$ cat config.mk
export PLATFORM = sky130hd
export DESIGN_NAME = ptp_ts_arb
export DESIGN_NICKNAME = d
export VERILOG_FILES = /design/src/rtl/ptp_ts_arb.sv
export SDC_FILE = /design/constraint.sdc
export NUM_CORES = 1
export LEC_CHECK = 0
export BUFFER_PORTS_ARGS = -buffer_cell sky130_fd_sc_hd__buf_4
export CAP_MARGIN = 20
export CORE_MARGIN = 1.5
export CORE_UTILIZATION = 25
export DETAILED_ROUTE_END_ITERATION = 8
export GPL_TIMING_DRIVEN = 0
export SETUP_SLACK_MARGIN = 0.02
export SLEW_MARGIN = 20
export SYNTH_ARGS = -nofsm -noshare
export SYNTH_HDL_FRONTEND = slang
export SYNTH_SLANG_ARGS = --single-unit
export TNS_END_PERCENT = 50
$ cat constraint.sdc
create_clock -name clk -period 4.7 [get_ports clk]
set_input_delay 0.94 -clock clk [delete_from_list [all_inputs] [get_ports clk]]
set_output_delay 0.94 -clock clk [all_outputs]
set_load 0.005 [all_outputs]
$ cat src/rtl/ptp_ts_arb.sv
// ptp_ts_arb: round-robin read-side drain of the RX/TX PTP time-stamp queues onto one tagged valid/ready stream
module ptp_ts_arb #(
  parameter int RD_LAT = 1,
  parameter int CNT_W  = 16
) (
  input  logic             clk,
  input  logic             rst_n,
  input  logic             enable,
  input  logic [1:0]       src_mask,
  input  logic [7:0]       rx_q_rd_stat,
  output logic             rx_q_rd_en,
  input  logic [127:0]     rx_q_rd_data,
  input  logic [7:0]       tx_q_rd_stat,
  output logic             tx_q_rd_en,
  input  logic [127:0]     tx_q_rd_data,
  output logic             ts_valid,
  input  logic             ts_ready,
  output logic [127:0]     ts_data,
  output logic             ts_src,
  output logic [CNT_W-1:0] rx_ts_cnt,
  output logic [CNT_W-1:0] tx_ts_cnt,
  output logic             busy
);
  typedef enum logic [1:0] {IDLE, READ, WAIT, PRESENT} state_t;
  state_t state, state_nx;
  logic sel, last_grant, gnt, gnt_sel, rx_el, tx_el, hs;
  logic [1:0] wcnt;
  logic unused_stat;
  assign unused_stat = ^{rx_q_rd_stat[7:4], tx_q_rd_stat[7:4]};
  assign rx_el = enable & src_mask[0] & (rx_q_rd_stat[3:0] != 4'd0);
  assign tx_el = enable & src_mask[1] & (tx_q_rd_stat[3:0] != 4'd0);
  assign hs    = (state == PRESENT) & ts_valid & ts_ready;
  assign busy  = state != IDLE;
  always_comb begin
    gnt      = 1'b0;
    gnt_sel  = 1'b0;
    state_nx = state;
    case (state)
      IDLE: begin
        gnt      = rx_el | tx_el;
        gnt_sel  = (rx_el & tx_el) ? ~last_grant : tx_el;
        state_nx = gnt ? READ : IDLE;
      end
      READ:    state_nx = WAIT;
      WAIT:    state_nx = (wcnt == 2'd0) ? PRESENT : WAIT;
      PRESENT: state_nx = hs ? IDLE : PRESENT;
      default: state_nx = IDLE;
    endcase
  end
  // last_grant resets to TX so the first tie goes to RX
  always_ff @(posedge clk or negedge rst_n) begin
    if (!rst_n) begin
      state      <= IDLE;
      sel        <= 1'b0;
      last_grant <= 1'b1;
      wcnt       <= 2'd0;
      rx_q_rd_en <= 1'b0;
      tx_q_rd_en <= 1'b0;
      ts_valid   <= 1'b0;
      ts_data    <= '0;
      ts_src     <= 1'b0;
      rx_ts_cnt  <= '0;
      tx_ts_cnt  <= '0;
    end else begin
      state      <= state_nx;
      rx_q_rd_en <= gnt & ~gnt_sel;
      tx_q_rd_en <= gnt & gnt_sel;
      if (gnt) sel <= gnt_sel;
      if (state == READ) wcnt <= 2'(RD_LAT - 1);
      else if (state == WAIT) wcnt <= wcnt - 2'd1;
      if (state == WAIT && wcnt == 2'd0) begin
        ts_data  <= sel ? tx_q_rd_data : rx_q_rd_data;
        ts_src   <= sel;
        ts_valid <= 1'b1;
      end
      if (hs) begin
        ts_valid   <= 1'b0;
        last_grant <= sel;
        if (sel) tx_ts_cnt <= tx_ts_cnt + CNT_W'(1);
        else rx_ts_cnt <= rx_ts_cnt + CNT_W'(1);
      end
    end
  end
endmodule

# Word level (Yosys, flattened, before mapping)
# Index checks and enable logic that the tools add are counted.
# classes
n_addsub,3
n_eq_ne,3
muxes,12
bitwise_logic,13
reduce_logical,10
# op_table
operator,count
128-bit 2-to-1 mux,1
"16-bit by 1-bit adder with 16-bit output, second input constant",2
1-bit bitwise AND,9
2-bit case mux with 4 select lines,1
4-bit nonzero test,2
1-bit 2-to-1 mux,7
2-bit 2-to-1 mux,3
2-bit nonzero test,3
"2-bit == test, second input constant",2
2-bit zero test,2
2-bit AND reduction,2
1-bit inverter,3
"2-bit by 1-bit == test with 1-bit output, second input constant",1
"2-bit by 1-bit subtractor with 2-bit output, second input constant",1
1-bit logical AND,1
1-bit OR,1
# word_totals
ff_bits,170
inputBits,278
output_inout_bits,165
word_cells,52

# Depth between registers and ports, before layout
# logic_depth
ltp_word,7
depth_mapped,8
depth_no_buf,5

# Worst setup path before layout
# Ideal clock, no wire load.
# synth_path
kind,input to register
start,input port tx_q_rd_stat[1]
end,register sel
setup_ps,118
arrival_time_ps,1778
required_time_ps,4582
setup_slack_ps,2804
cell_stages,4
path_buffers,0
cell_sequence,or4_1 nand3_1 a211oi_1 a21o_1
# synth_between
elab_chain_len,5
elab_cells_between_ends,7
classes_between,3 x mux; 3 x bitwise; 1 x reduce/logical
# synth_rtl
element,line_no,rtl
"start, declared",13,"input logic [7:0] tx_q_rd_stat,"
4-bit nonzero test (*),31,assign tx_el = enable & src_mask[1] & (tx_q_rd_stat[3:0] != 4'd0);
1-bit bitwise AND (*),31,
1-bit bitwise AND,41,gnt_sel = (rx_el & tx_el) ? ~last_grant : tx_el;
1-bit 2-to-1 mux,41,
1-bit 2-to-1 mux,38,case (state)
"end signal, assigned",68,if (gnt) sel <= gnt_sel;
"end, declared",26,"logic sel, last_grant, gnt, gnt_sel, rx_el, tx_el, hs;"
# Mark *: on every way between the ends. The rest lies on a longest branch, timed or not.
# A chain may end at the register's enable or synchronous reset.

# Worst setup path in the final report
# layout_path
start,register state[0]
end,register ts_data[3]
# layout_between
elab_chain_len,2
# layout_rtl
element,line_no,rtl
"start, declared",25,"state_t state, state_nx;"
"start signal, assigned",65,state <= state_nx;
2-bit == test,71,if (state == WAIT && wcnt == 2'd0) begin
1-bit logical AND,71,
"end signal, assigned",72,ts_data <= sel ? tx_q_rd_data : rx_q_rd_data;
"end, declared",18,"output logic [127:0] ts_data,"
# No other way between the ends.

==> results.cfg <==
[run_status]
status = completed

[flow_run]
drv_cap = 0

[clock_network]
cts_buffer_depth = 2
root_buffer = clkbuf_16
cts_sinks = 170
cts_resized = 0
post_cts_buffers = 0
clk_pin_slew_worst_paths_ns = 0.07
postCtsHoldBufs = 0
cts_tree = done
cts_inserted_buffers = 17
clk-insertion-delay-late_ns = 0.43
htree_levels = 4

[die]
die_x_um = 179.4
initial_core_util_pct = 25.42
dieArea_mm2 = 0.03217
core_area_mm2 = 0.03059
ioPinCount = 443
std_cell_rows = 64
die_y_um = 179.4

[detailed_routing]
drc = 0
dr.first_iter.drc_count = 315
postRouteAntennaNets = 0
wl_met1_mm = 10.93
dr_wl_met3_mm = 1.972
vias = 7082
post_drt_via_cell_ratio = 4.446
met2WireLength_mm = 13.57
wl_mm = 26.92
wl_per_cell_um = 16.90
top_layer = met4
firstDrtPassIters = 4

[timing]
rsz0062_at_grt = no
drv_slew = 0
clock_skew_ns = 0.01705
whs_ns = 0.4720
relSlewSlack_pct = 41.97
fin_setup_tns_ns = 0
post-route-period-util_pct = 55.71
fmax_mhz = 381.9
hold_viol_final = 0
worst_pin_slew_ns = 0.8704
layout_min_cycle_time_ns = 2.619
final-setup-viol-count = 0

[logic_synthesis]
yosysMostFrequentCell = dfrtp_1
synth-seq-cells = 170
syn_avg_cell_area_um2 = 10.67
synthArstFlopShare_pct = 100.0
synth_top_area_cell = dfrtp_1
yosysWarnings = 0
postSynthCellCount = 729
synth.area.top_cells = dfrtp_1 (54%), mux2i_1 (16%), a21oi_1 (8.4%), nor2_1 (6.8%), xnor2_1 (2.5%)
yosysSeqAreaShare_pct = 54.72
netlist_area_mm2 = 0.007776
ys.flop_type = dfrtp_1
synth_edf_count = 0
synth_cell_types = 36
netlist_top_cells_count = dfrtp_1 (169), nor2_1 (141), a21oi_1 (131)
syn_nets = 1015
yosys.area.top_type_share_pct = 54.38

[cells_and_area]
drive_gt1_share_pct = 42.26
nFillCells = 3074
area_growth_pct = 56.70
nets = 1469
register_area_mm2 = 0.004255
multiInputGateArea_mm2 = 0.003276

[setup_path]
critPathCaptureType = register
crit_path_cell_trace = inv_1 -> ha_1 -> and2_1 -> buf_2 -> clkbuf_1 -> clkbuf_1 -> a21oi_1
cp_max_fo = 10
crit_path_max_incr_delay_ns = 0.69
cp_num_buf_inv = 4
arrival_ns = 2.89
worst-setup-path-type = reg -> reg
cp.required_ns = 4.97
cpMostUsedCell = clkbuf_1
worstSetupStartpointType = register
cp_slowest_cell = clkbuf_1
crit_family = buffers and inverters

[place]
portBuffers = 434
post-dp-hpwl_mm = 20.79
gp_congestion = 0.7631

[hold_path]
hold_path.class = in -> async

[pwr]
power.leakage_nw = 6.046
ir_drop_uv = 257.9
power_density_mw_per_mm2 = 598.0

[grt]
track_usage_pct = 16.25
grt_pass1_wl_mm = 39.67
antenna_found_initial = 1
grt_max_degree = 90
grt-ovfl-total = 0
grt_pass1_vias = 7175
## path summary, 6_finish.rpt
path	start	end	slack (ns)	depth (start not counted)
min in group clk	rx_ts_cnt[15]$_DFFE_PN0P_	rx_ts_cnt[15]$_DFFE_PN0P_	0.48	1
max in group asynchronous	rst_n	ts_data[23]$_DFFE_PN0P_	3.31	2
worst min register to register	rx_ts_cnt[15]$_DFFE_PN0P_	rx_ts_cnt[15]$_DFFE_PN0P_	0.48	1
worst max register to register	state[0]$_DFF_PN0_	ts_data[3]$_DFFE_PN0P_	2.08	7
worst min-delay path	rst_n	rx_ts_cnt[13]$_DFFE_PN0P_	0.47	1
worst max-delay path	state[0]$_DFF_PN0_	ts_data[3]$_DFFE_PN0P_	2.08	7
## metal layers
layer | vias to the layer above | GRT usage [%]
li1 | 3409 | -
met1 | 3355 | 19.60
met2 | 290 | 28.35
met3 | 28 | 4.241
met4 | 0 | 4.787
met5 | - | 0
## cell usage in the layout, fill, tap and decap left out, types with 3 or more instances in the layout
master / n
a21oi_1: 131
buf_2: 28
buf_4: 433
bufinv_16: 3
clkbuf_1: 13
clkbuf_16: 17
clkinv_4: 3
dfrtp_1: 169
ha_1: 8
inv_1: 10
inv_6: 3
mux2i_1: 128
nand2_1: 23
nand3_1: 14
nand4_1: 3
nor2_1: 141
xnor2_1: 22
xor2_1: 8
## worst reg2reg max path, stage by stage (launching register included)
cell,delay [ns]
dfrtp_1,0.42
inv_1,0.12
ha_1,0.16
and2_1,0.11
buf_2,0.21
clkbuf_1,0.69
clkbuf_1,0.60
a21oi_1,0.15
## registers in the layout, indices dropped and copies added, names as in the netlist
signal and count:
rx_q_rd_en 1, tx_q_rd_en 1, ts_data 128, rx_ts_cnt 16, ts_src 1, state 2
last_grant 1, wcnt 2, ts_valid 1, tx_ts_cnt 16, sel 1
## stage by stage
step / util (%) / cell area (um^2) / worst slack (ns) / instances / power (mW)
global route: 39.82 / 12180 / 1.848 / 1591 / 7.816
global placement: 37.69 / 11530 / 1.622 / 1559 / 5.800
CTS: 39.82 / 12180 / 1.991 / 1591 / 7.399
floorplan: - / 7776 / 2.804 / 729 / 4.125
finish: 39.84 / 12190 / 2.082 / 1593 / 7.287
detailed placement: 37.81 / 11560 / 1.995 / 1560 / 5.871
## area by class of cell
class	instances	area share, %
antenna	2	0.04107
buffer	44	1.704
clock buffer	19	3.717
clock inverter	12	1.335
inverter	10	0.3080
multi-input combinational	505	26.88
sequential	170	34.92
tap	396	4.066
timing repair buffer	435	27.03
## power by group
| group | internal [mW] | total [mW] | switching [mW] |
|---|---|---|---|
| Sequential | 2.09 | 2.46 | 0.374 |
| Combinational | 1.65 | 3.33 | 1.67 |
| Clock | 0.870 | 1.50 | 0.627 |
## cells by family after synthesis
group                    after synthesis  synth area share (%)
AND/OR/NAND/NOR                      200                 11.81
flip-flops                           170                 54.72
AO/OA/AOI/OAI                        138                 9.027
multiplexers                         129                 16.62
buffers and inverters                 54                 3.154
XOR/XNOR                              30                 3.379
adder cells (fa/ha/maj)                8                 1.287
(Power assumes the default switching activity.)
